**src/rtl/fetch_exec_sequencer.sv**
```systemverilog
// Multi-cycle fetch/decode/execute control sequencer for the instruction memory and register file datapath.
// Every output is a register that changes on the same edge as the state it belongs to.
module fetch_exec_sequencer #(
  parameter logic [31:0] PC_STEP      = 32'd4,
  parameter int unsigned COUNT_W      = 16,
  parameter int unsigned EXEC_TIMEOUT = 15
) (
  input  logic               clk,
  input  logic               rst_n,
  input  logic               start,
  input  logic               halt_req,
  input  logic [31:0]        pc_in,
  input  logic [31:0]        inst_in,
  input  logic               alu_done,
  output logic               rd_pc,
  output logic               rd_inst,
  output logic               rd_1,
  output logic               rd_2,
  output logic               rd_3,
  output logic               wr_reg_file,
  output logic               wr_pc,
  output logic [31:0]        pc_next,
  output logic [31:0]        inst_latched,
  output logic               busy,
  output logic               err,
  output logic [2:0]         state,
  output logic [COUNT_W-1:0] instr_count
);

  localparam int unsigned TO_W = $clog2(EXEC_TIMEOUT + 1);

  typedef enum logic [2:0] {
    S_IDLE   = 3'd0,
    S_PC_RD  = 3'd1,
    S_FETCH  = 3'd2,
    S_REG_RD = 3'd3,
    S_EXEC   = 3'd4,
    S_WB     = 3'd5,
    S_PC_WR  = 3'd6,
    S_HALT   = 3'd7
  } state_t;

  state_t             state_q, state_d;
  logic [31:0]        pc_reg_q, pc_next_q, inst_q;
  logic [TO_W-1:0]    to_q;
  logic [COUNT_W-1:0] cnt_q;
  logic               err_q, busy_q;
  logic               rd_pc_q, rd_inst_q, rd_1_q, rd_2_q, rd_3_q, wr_reg_q, wr_pc_q;
  logic               writes_dest, timeout_hit;

  // MOV and MVN take no first source operand.
  function automatic logic dec_rd1(input logic [31:0] inst);
    return !(inst[24:21] == 4'b1101 || inst[24:21] == 4'b1111);
  endfunction

  // Compare/test opcodes 1000..1011 update flags only and never write a destination.
  assign writes_dest = (inst_q[27:26] == 2'b00) && (inst_q[24:22] != 3'b100) &&
                       (inst_q[24:21] != 4'b1010) && (inst_q[24:21] != 4'b1011);
  assign timeout_hit = (to_q == TO_W'(EXEC_TIMEOUT - 1));

  // Next-state decode.
  always_comb begin
    state_d = state_q;
    case (state_q)
      S_IDLE, S_HALT: if (start) state_d = S_PC_RD;
      S_PC_RD:        state_d = S_FETCH;
      S_FETCH:        state_d = S_REG_RD;
      S_REG_RD:       state_d = S_EXEC;
      S_EXEC: begin
        if (alu_done)         state_d = writes_dest ? S_WB : S_PC_WR;
        else if (timeout_hit) state_d = S_HALT;
      end
      S_WB:           state_d = S_PC_WR;
      S_PC_WR:        state_d = halt_req ? S_HALT : S_PC_RD;
      default:        state_d = S_IDLE;
    endcase
  end

  always_ff @(posedge clk) begin
    if (!rst_n) begin
      state_q   <= S_IDLE;
      pc_reg_q  <= '0;
      pc_next_q <= '0;
      inst_q    <= '0;
      to_q      <= '0;
      cnt_q     <= '0;
      err_q     <= 1'b0;
      busy_q    <= 1'b0;
      rd_pc_q   <= 1'b0;
      rd_inst_q <= 1'b0;
      rd_1_q    <= 1'b0;
      rd_2_q    <= 1'b0;
      rd_3_q    <= 1'b0;
      wr_reg_q  <= 1'b0;
      wr_pc_q   <= 1'b0;
    end else begin
      state_q <= state_d;
      if (state_q == S_PC_RD) pc_reg_q <= pc_in;
      if (state_q == S_FETCH) inst_q   <= inst_in;
      if (state_q == S_REG_RD)                 to_q <= '0;
      else if (state_q == S_EXEC && !alu_done) to_q <= to_q + TO_W'(1);
      if (state_q == S_EXEC && !alu_done && timeout_hit) err_q <= 1'b1;
      if (state_d == S_PC_WR) pc_next_q <= pc_reg_q + PC_STEP;
      if (state_q == S_PC_WR) cnt_q <= cnt_q + COUNT_W'(1);
      busy_q    <= (state_d != S_IDLE) && (state_d != S_HALT);
      rd_pc_q   <= (state_d == S_PC_RD);
      rd_inst_q <= (state_d == S_FETCH);
      // Source strobes decode the word being captured on this same edge.
      rd_1_q    <= (state_d == S_REG_RD) && dec_rd1(inst_in);
      rd_2_q    <= (state_d == S_REG_RD) && !inst_in[25];
      rd_3_q    <= (state_d == S_REG_RD) && !inst_in[25] && inst_in[4];
      wr_reg_q  <= (state_d == S_WB);
      wr_pc_q   <= (state_d == S_PC_WR);
    end
  end

  assign rd_pc        = rd_pc_q;
  assign rd_inst      = rd_inst_q;
  assign rd_1         = rd_1_q;
  assign rd_2         = rd_2_q;
  assign rd_3         = rd_3_q;
  assign wr_reg_file  = wr_reg_q;
  assign wr_pc        = wr_pc_q;
  assign pc_next      = pc_next_q;
  assign inst_latched = inst_q;
  assign busy         = busy_q;
  assign err          = err_q;
  assign state        = state_q;
  assign instr_count  = cnt_q;

endmodule

```
**config.mk**
```make
export PLATFORM = sky130hd
export DESIGN_NAME = fetch_exec_sequencer
export DESIGN_NICKNAME = d
export VERILOG_FILES = /design/src/rtl/fetch_exec_sequencer.sv
export SDC_FILE = /design/constraint.sdc
export NUM_CORES = 1
export LEC_CHECK = 0
export ABC_AREA = 1
export BUFFER_PORTS_ARGS = -buffer_cell sky130_fd_sc_hd__buf_2
export CAP_MARGIN = 5
export CORE_MARGIN = 5
export CORE_UTILIZATION = 56
export CTS_CLUSTER_DIAMETER = 200
export CTS_CLUSTER_SIZE = 40
export DETAILED_ROUTE_END_ITERATION = 12
export HOLD_SLACK_MARGIN = 0.08
export PLACE_DENSITY = 0.85
export SYNTH_ARGS = -nofsm -noshare
export SYNTH_HDL_FRONTEND = slang
export SYNTH_SLANG_ARGS = --single-unit
```
**constraint.sdc**
```tcl
create_clock -name clk -period 2.33 [get_ports clk]
set_input_delay 0.466 -clock clk [delete_from_list [all_inputs] [get_ports clk]]
set_output_delay 0.466 -clock clk [all_outputs]
set_load 0.05 [all_outputs]
```
==> run_results.csv, run 1 <==
group,metric,value,unit
setup_path,start_kind,"flop",
synth,synthTopCellsByArea,"dfxtp_1, nand2_1, nor2_1",
sta,max_freq,502,MHz
final_layout,drive_gt1_share,21.5,%
routing,drc,0,
sta,postLayoutSetupSlackWorst,0.337,ns
power_and_ir_drop,comb_power_share,38.6,%
power_and_ir_drop,seqPwrFrac,32.0,%
sta,tightest_slew,0.509,ns
final_layout,fin_util,72.4,%
hold_path,hp-class,"input port to flop",
floorplan,core-area,10200,um2
routing,drtIter0Drc,340,
routing,totalWireLength,15.5,mm
clock_tree,cts_setup_buffers,0,
power_and_ir_drop,clockPowerShare,29.4,%
synth,synth_commonest_cells,"nand2_1, nor2_1, dfxtp_1",
synth,avgSynthCellArea,6.82,um2
sta,hold_slack,0.146,ns
global_route,grt_pass1_vias,5446,
floorplan,io_pins,161,
sta,finalHoldViolations,0,
floorplan,die_y,112,um
synth,synth_edf_count,0,
synth,synth.largest_area_cell,"dfxtp_1",
final_layout,nets,1084,
power_and_ir_drop,ir_worst_vdd,0.772,mV
synth,syn_inst,852,
clock_tree,cts_root_buf,"clkbuf_8",
sta,fin_crit_sh,85.5,%
routing,via_per_inst,5.09,
setup_path,crit_fanout,40,
clock_tree,clk_pin_slew,0.06,ns
sta,slew_violations,0,
placement,gp_congestion,0.927,
sta,rsz0062_at_grt,"no",
clock_tree,worstSkewPairLatency,0.52,ns
synth,yosysSeqAreaShare,44.1,%
sta,period_minus_slack,1.99,ns
synth,synthArstFlopShare,0,%
routing,vias,5899,
final_layout,syn2layout_area_growth,27.4,%
clock_tree,cts_resized,0,
final_layout,num_antenna_cells,0,
clock_tree,numCtsBuffers,17,
synth,netlist.area_leader.share,44.1,%
synth,syn-num-nets,925,
placement,place_ws,0.319,ns
power_and_ir_drop,swShare,43.0,%
synth,synth.most_common_cell,"nand2_1",
placement,numPortBuffers,160,
routing,ant_nets,0,
floorplan,die_w,112,um
run_status,outcome,"complete, no violations",
synth,synth_warnings,0,
global_route,track_usage,24.4,%
power_and_ir_drop,finalPower,10.1,mW
clock_tree,clock_sinks,128,
global_route,grt_pass1_wl,25.0,mm
final_layout,nFillCells,831,
synth,synth_seq_cells,128,
setup_path,worstSetupEndpointType,"flop",
global_route,grt_max_degree,79,
synth,synth.distinct_cells,35,
clock_tree,cts.path.max_buffers,2,
power_and_ir_drop,power_switching,4.33,mW
global_route,grt_overflow,0,
floorplan,rows,37,
sta,finClkSkew,0.00628,ns
setup_path,path_class,"flop to flop",
clock_tree,cts_max_level,4,
routing,wire_per_inst,13.4,um
floorplan,dieArea,12500,um2
power_and_ir_drop,total_leakage_power,3.52,nW
placement,post-dp-hpwl,11.0,mm
setup_path,required,2.74,ns
power_and_ir_drop,intPower,5.74,mW
run,cap_violations,0,
sta,relSlewSlack,65.7,%
sta,tns,0,ns
sta,final-setup-viol-count,0,
power_and_ir_drop,power_density,1360,nW/um2
setup_path,crit_arrival,2.40,ns
global_route,grt_antenna_before_repair,2,
clock_tree,cts_tree,"yes",
floorplan,initial_utilization,56.8,%
synth,dominantRegCellSynth,"dfxtp_1",
routing,drt_first_pass_iters,5,
clock_tree,hold_buffers,0,
synth,synth.cell_area,5810,um2
[registers in the layout, indices dropped and copies added (netlist names)]
signal        cells
wr_pc             1
pc_reg_q         32
rd_3              1
rd_inst           1
inst_latched     32
busy              1
rd_2              1
pc_next          32
rd_1              1
instr_count      16
err               1
rd_pc             1
state             3
to_q              4
wr_reg_file       1
[power by group through the flow]
stage | combinational (mW) | clock [mW] | sequential (mW)
global placement | 3.81 | 0 | 3.24
floorplan | 1.74 | 0 | 4.49
global route | 4.26 | 3.08 | 3.31
detailed placement | 3.87 | 0 | 3.25
finish | 3.89 | 2.96 | 3.23
CTS | 3.90 | 2.98 | 3.22
[per-layer routing]
layer / up-vias / global-route usage, % / part of all wire, %
met4: 4 / 9.08 / 1.8
met3: 29 / 8.97 / 8.9
met2: 196 / 40.5 / 49
met5: - / 0 / 0.090
met1: 2684 / 28.8 / 40
li1: 2986 / - / -
[cell families (layout without fill, tap and decap cells)]
kind of cell | Yosys count | in the layout | share of synthesized area, %
AND/OR/NAND/NOR | 443 | 443 | 31.7
buffers and inverters | 133 | 305 | 9.36
flip-flops | 128 | 128 | 44.1
AO/OA/AOI/OAI | 123 | 123 | 10.8
XOR/XNOR | 21 | 21 | 3.16
adder cells (fa/ha/maj) | 4 | 4 | 0.861
[worst max-delay path, stage by stage (launching register included)]
cell	delay, ns
dfxtp_1	0.50
inv_1	0.10
nand2_1	0.09
nor2_1	0.06
o21ai_1	0.13
nand2_1	0.13
inv_2	0.15
nand3_4	0.24
buf_12	0.26
a21oi_1	0.16
nor2_1	0.06
[through the flow]
step | cell area (um2) | instances
4_1_cts | 7410 | 1160
5_1_grt | 7410 | 1160
3_5_place_dp | 6750 | 1128
6_report | 7410 | 1160
3_3_place_gp | 6750 | 1128
2_1_floorplan | 5810 | 852
[final timing paths]
| check | from | endpoint | slack (ns) | cells past startpoint |
|---|---|---|---|---|
| worst min-delay path | inst_in[25] | rd_2 | 0.15 | 2 |
| worst min register to register | inst_latched[18] | inst_latched[18] | 0.46 | 2 |
| worst max register to register | state[1] | pc_next[11] | 0.34 | 10 |
| worst max-delay path | state[1] | pc_next[11] | 0.34 | 10 |
[cells in the final DEF, fill, tap and decap left out, types with 2 or more instances in the layout]
cell,synthesis,routed
a21oi_1,67,67
a31oi_1,2,2
buf_12,0,3
buf_2,0,160
buf_4,2,9
bufinv_16,0,5
clkbuf_16,0,16
clkbuf_8,0,4
clkinvlp_4,0,3
dfxtp_1,128,128
ha_1,4,4
inv_1,97,97
inv_2,3,3
inv_6,0,2
nand2_1,224,224
nand3_1,30,30
nand3_2,3,3
nand4_1,14,14
nor2_1,138,138
nor2_2,4,4
nor2b_1,6,6
nor3_1,15,15
o21ai_0,47,47
o21ai_1,4,4
xnor2_1,3,3
xor2_1,18,18
[cell type report]
type                    count  area, um2  share of cell area, %
multi-input cells         591       2710                   36.5
flip-flops and latches    128       2560                   34.6
repair buffers            172        928                   12.5
clock buffers              20        455                   6.15
inverters                 101        379                   5.12
clock inverters            12        204                   2.75
well taps                 136        170                   2.30
No activity file was read; power rests on OpenSTA's default activity.
==> run 2: changes to the inputs <==
--- a/config.mk
+++ b/config.mk
@@ -8,6 +8,7 @@
 export ABC_AREA = 1
 export BUFFER_PORTS_ARGS = -buffer_cell sky130_fd_sc_hd__buf_2
 export CAP_MARGIN = 5
+export CORE_ASPECT_RATIO = 1.1
 export CORE_MARGIN = 5
 export CORE_UTILIZATION = 56
 export CTS_CLUSTER_DIAMETER = 200
==> run 2 against run 1 <==
Routed wire length is 2.4% higher. Hold slack better by 0.080 ns. Clock power shrank 8.8%. Critical path depth is 1 higher. Critical path type unchanged. Largest power group unchanged. Highest routed layer is now met4.
==> run_results.csv, run 2 (synthesized netlist as in run 1, its figures left out) <==
group,metric,value,unit
run_status,outcome,"complete, no violations",
final_layout,nFillCells,874,
sta,slew_violations,0,
setup_path,crit_arrival,2.26,ns
clock_tree,cts_root_buf,"clkbuf_16",
floorplan,rows,39,
sta,tightest_slew,0.502,ns
clock_tree,numCtsBuffers,17,
sta,period_minus_slack,1.94,ns
floorplan,initial_utilization,56.5,%
setup_path,critPathCapture,"pc_next[30]",
power_and_ir_drop,power_density,1340,nW/um2
sta,fin_crit_sh,83.4,%
placement,place_ws,0.456,ns
hold_path,hp-class,"input port to flop",
setup_path,start_kind,"flop",
final_layout,stdcell_count,1168,
final_layout,syn2layout_area_growth,26.6,%
placement,post-dp-hpwl,11.2,mm
placement,numPortBuffers,160,
setup_path,rr_endpoint,"pc_next[30]",
floorplan,die_y,117,um
final_layout,final_common_cell,"nand2_1",
sta,finClkSkew,0.00879,ns
clock_tree,worstSkewPairLatency,0.42,ns
setup_path,worstPathCellList,"inv_1 -> ha_1 -> nand3_1 -> nor2_1 -> nor2_2 -> nand3_2 -> nand3_4 -> buf_4 -> nand2_1 -> nand2_1 -> nor2_1",
hold_path,hp-start,"inst_in[25]",
routing,vias,5855,
setup_path,r2r_setup_slack,0.39,ns
routing,drt_first_pass_iters,7,
floorplan,die_w,107,um
sta,finalHoldViolations,0,
setup_path,cpPeakStageDelay,0.39,ns
placement,dp_cells,1137,
final_layout,drive_gt1_share,21.5,%
power_and_ir_drop,total_leakage_power,3.49,nW
clock_tree,clock_sinks,128,
sta,relSlewSlack,66.2,%
clock_tree,cts_resized,0,
run,cap_violations,0,
final_layout,layout_common_cells,"nand2_1, buf_2, nor2_1",
routing,ant_nets,0,
setup_path,r2r-start,"to_q[0]",
routing,via_per_inst,5.01,
sta,tns,0,ns
final_layout,nets,1086,
routing,totalWireLength,15.9,mm
routing,drc,0,
floorplan,io_pins,161,
clock_tree,cts.path.max_buffers,2,
routing,drtIter0Drc,479,
setup_path,path_class,"flop to flop",
global_route,track_usage,25.7,%
global_route,grt_pass1_vias,5519,
final_layout,seqCellArea,2560,um2
setup_path,cp_slowest_cell,"dfxtp_1",
global_route,grt_max_degree,41,
clock_tree,cts_setup_buffers,0,
setup_path,required,2.64,ns
clock_tree,clk_pin_slew,0.06,ns
floorplan,core-area,10300,um2
setup_path,worstSetupEndpointType,"flop",
floorplan,dieArea,12500,um2
final_layout,multi_input_area,2710,um2
global_route,grt_pass1_wl,25.6,mm
sta,max_freq,515,MHz
setup_path,reg2regPathDepth,11,
clock_tree,hold_buffers,0,
clock_tree,cts_tree,"yes",
setup_path,crit_fanout,27,
routing,wire_per_inst,13.6,um
global_route,grt_antenna_before_repair,0,
global_route,grt_overflow,0,
final_layout,num_antenna_cells,0,
placement,gp_congestion,0.954,
setup_path,crit_path_start,"to_q[0]",
sta,postLayoutSetupSlackWorst,0.387,ns
sta,rsz0062_at_grt,"no",
power_and_ir_drop,ir_worst_vdd,0.668,mV
clock_tree,cts_max_level,4,
sta,final-setup-viol-count,0,
==> run 2: cell types whose count changed in the layout (fill, tap and decap cells not counted) <==
cell        change
clkbuf_16       +1
bufinv_16       -2
inv_6           -1
clkbuf_8        -3
buf_12          -1
clkinvlp_4      +1
clkinv_4        +2
clkbuf_1        +1
buf_4           +3
==> run 2: report_power, final <==
| part | total, mW | internal [mW] | switching [mW] |
|---|---|---|---|
| Combinational | 3.93 | 1.02 | 2.92 |
| Clock | 2.70 | 1.71 | 0.994 |
| Sequential | 3.23 | 2.78 | 0.450 |
| Total | 9.87 | 5.51 | 4.36 |
==> run 2: cell type report <==
cell class,instances,area share [%]
clock buffers,19,6.02
multi-input cells,591,36.8
inverters,101,5.15
repair buffers,174,12.6
clock inverters,12,2.18
well taps,143,2.43
flip-flops and latches,128,34.8
==> run 2: stage by stage <==
| step | util, % | power, mW | cell area (um2) | hold WS (ns) |
|---|---|---|---|---|
| 2_1_floorplan | - | 6.23 | 5810 | 0.447 |
| 4_1_cts | 71.5 | 9.87 | 7360 | 0.219 |
| 3_5_place_dp | 65.6 | 7.13 | 6760 | 0.453 |
| 6_report | 71.5 | 9.87 | 7360 | 0.226 |
| 3_3_place_gp | 65.6 | 7.07 | 6760 | 0.450 |
| 5_1_grt | 71.5 | 10.4 | 7360 | 0.228 |
==> run 2: worst max-delay path, delay by kind of cell, from the launching register on <==
kind / cells / cell delay [ns]
simple gates: 8 / 0.87
flops: 1 / 0.39
buf+inv: 2 / 0.38
fa+ha+maj: 1 / 0.20
==> run 2: layer usage <==
layer	GRT usage, %	wire length (um)	share of wire [%]	vias to the layer above
li1	-	-	-	2995
met1	30.1	6510	41	2595
met2	43.6	7590	48	217
met3	7.30	1250	7.8	48
met4	12.6	540	3.4	0
met5	0	0	0	-
==> run 2: worst min path at each step <==
stage	to	cells after the start
finish	rd_2	2
global placement	inst_latched[14]	2
floorplan	pc_reg_q[31]	2
CTS	rd_2	2
detailed placement	inst_latched[30]	2
global route	rd_2	2
==> run 3: changes to the inputs <==
--- a/config.mk
+++ b/config.mk
@@ -10,12 +10,12 @@
 export CAP_MARGIN = 5
 export CORE_ASPECT_RATIO = 1.1
 export CORE_MARGIN = 5
-export CORE_UTILIZATION = 56
+export CORE_UTILIZATION = 47
 export CTS_CLUSTER_DIAMETER = 200
 export CTS_CLUSTER_SIZE = 40
 export DETAILED_ROUTE_END_ITERATION = 12
 export HOLD_SLACK_MARGIN = 0.08
-export PLACE_DENSITY = 0.85
+export PLACE_DENSITY = 0.76
 export SYNTH_ARGS = -nofsm -noshare
 export SYNTH_HDL_FRONTEND = slang
 export SYNTH_SLANG_ARGS = --single-unit
==> constraint.sdc (replaced) <==
create_clock -name clk -period 1.7 [get_ports clk]
set_input_delay 0.34 -clock clk [delete_from_list [all_inputs] [get_ports clk]]
set_output_delay 0.34 -clock clk [all_outputs]
set_load 0.05 [all_outputs]
==> run 3 against run 2 <==
The flow now finishes with violations (setup timing). Critical path depth fell by 1. Sequential power up 38%. Combinational power rose by 73%. Global-route usage shrank 3.9 points. Die area grew 17%. Power is 47% higher. Critical endpoint is now pc_next[6]. Largest cell class unchanged.
==> run_results.csv, run 3 (synthesized netlist as in run 1, its figures left out) <==
group,metric,value,unit
placement,place_ws,0.0575,ns
floorplan,die_w,116,um
routing,drtIter0Drc,386,
routing,totalWireLength,17.5,mm
clock_tree,numCtsBuffers,17,
routing,ant_nets,0,
routing,drt_first_pass_iters,6,
sta,tightest_slew,0.503,ns
setup_path,crit_arrival,2.03,ns
global_route,grt_overflow,0,
routing,vias,6101,
hold_path,hp-class,"input port to flop",
clock_tree,cts.path.max_buffers,2,
clock_tree,worstSkewPairLatency,0.41,ns
power_and_ir_drop,ir_worst_vdd,1.11,mV
power_and_ir_drop,power_density,1800,nW/um2
setup_path,worstSetupEndpointType,"flop",
clock_tree,cts_root_buf,"clkbuf_16",
floorplan,dieArea,14700,um2
sta,slew_violations,0,
placement,post-dp-hpwl,11.6,mm
run,cap_violations,0,
clock_tree,clk_pin_slew,0.06,ns
routing,via_per_inst,4.99,
final_layout,syn2layout_area_growth,39.0,%
sta,hold_slack,0.120,ns
final_layout,drive_gt1_share,31.2,%
sta,postLayoutSetupSlackWorst,-0.0196,ns
run_status,violations,"setup timing",
setup_path,crit_fanout,8,
routing,drc,0,
clock_tree,hold_buffers,0,
final_layout,nets,1128,
final_layout,layout_common_cells,"nand2_1, buf_2, nor2_1",
sta,rsz0062_at_grt,"yes",
power_and_ir_drop,total_leakage_power,3.78,nW
power_and_ir_drop,finalPower,14.5,mW
global_route,grt_antenna_before_repair,2,
clock_tree,clock_sinks,128,
global_route,grt_max_degree,67,
sta,finClkSkew,0.00538,ns
run_status,outcome,"complete, but fails checks",
setup_path,path_class,"flop to flop",
clock_tree,cts_tree,"yes",
sta,tns,-0.0220,ns
placement,placed_area,7050,um2
floorplan,die_y,127,um
setup_path,required,2.01,ns
global_route,track_usage,21.8,%
routing,wire_per_inst,14.3,um
global_route,grt_pass1_vias,5544,
placement,gp_congestion,0.926,
setup_path,start_kind,"flop",
final_layout,nFillCells,1010,
floorplan,rows,42,
floorplan,core-area,12100,um2
sta,max_freq,582,MHz
sta,finalHoldViolations,0,
sta,fin_crit_sh,101,%
floorplan,initial_utilization,48.1,%
global_route,grt_pass1_wl,25.7,mm
clock_tree,cts_max_level,4,
floorplan,io_pins,161,
sta,period_minus_slack,1.72,ns
sta,relSlewSlack,66.1,%
sta,final-setup-viol-count,2,
placement,numPortBuffers,160,
final_layout,fin_area,8080,um2
final_layout,final_common_cell,"nand2_1",
run 3: changes by cell type in the layout (fill, tap and decap cells not counted), moves of 8 or more:
cell / delta
buf_4: +30
nor2_2: +9
dfxtp_1: -8
nor2_1: -16
nand2_1: -29
nand2_2: +22
run 3: metrics by stage:
stage,cells,utilization (%)
detailed placement,1177,58.3
floorplan,852,-
CTS,1208,62.7
finish,1223,66.9
global placement,1177,58.3
global route,1222,66.9
run 3: timing repair:
action	4_1_cts	5_1_grt
setup endpoints to repair	0	45
endpoints found under the hold margin	0	0
resized for setup	0	93
setup buffers	0	6
run 3: layer usage:
| metal | GRT usage [%] | wire [um] | vias up |
|---|---|---|---|
| met4 | 6.83 | 321 | 2 |
| met5 | 0 | 7 | - |
| met2 | 36.3 | 8720 | 228 |
| li1 | - | - | 3072 |
| met3 | 7.48 | 1350 | 26 |
| met1 | 26.4 | 7140 | 2773 |
run 3: path summary, 6_finish.rpt:
path / depth (start not counted) / start / endpoint / slack (ns)
worst max-delay path: 10 / state[1] / pc_next[6] / -0.02
worst min-delay path: 2 / inst_in[25] / rd_2 / 0.12
worst max register to register: 10 / state[1] / pc_next[6] / -0.02
worst min register to register: 2 / inst_latched[7] / inst_latched[7] / 0.46
run 3: final cells by class:
| cell class | instances | area [um2] | share of cell area (%) |
|---|---|---|---|
| multi-input cells | 592 | 3020 | 37.3 |
| flip-flops and latches | 128 | 2580 | 31.9 |
| repair buffers | 215 | 1370 | 17.0 |
| clock buffers | 21 | 472 | 5.84 |
| inverters | 101 | 384 | 4.75 |
| well taps | 154 | 193 | 2.38 |
| clock inverters | 10 | 62.6 | 0.774 |
| diodes | 2 | 5.00 | 0.0619 |
run 3: where the power goes:
group | internal, mW | total [mW] | switching (mW)
Combinational | 2.18 | 6.81 | 4.62
Clock | 1.96 | 3.28 | 1.32
Sequential | 3.84 | 4.45 | 0.611
Total | 7.98 | 14.5 | 6.55
run 3: critical path, stage by stage, from the launching register on:
cell       delay, ns
dfxtp_4         0.42
inv_2           0.06
nand2_2         0.09
nor2_4          0.04
o21ai_1         0.13
nand2_1         0.10
inv_2           0.13
nand3_4         0.22
clkbuf_16       0.26
nor2b_4         0.11
nor2_1          0.06
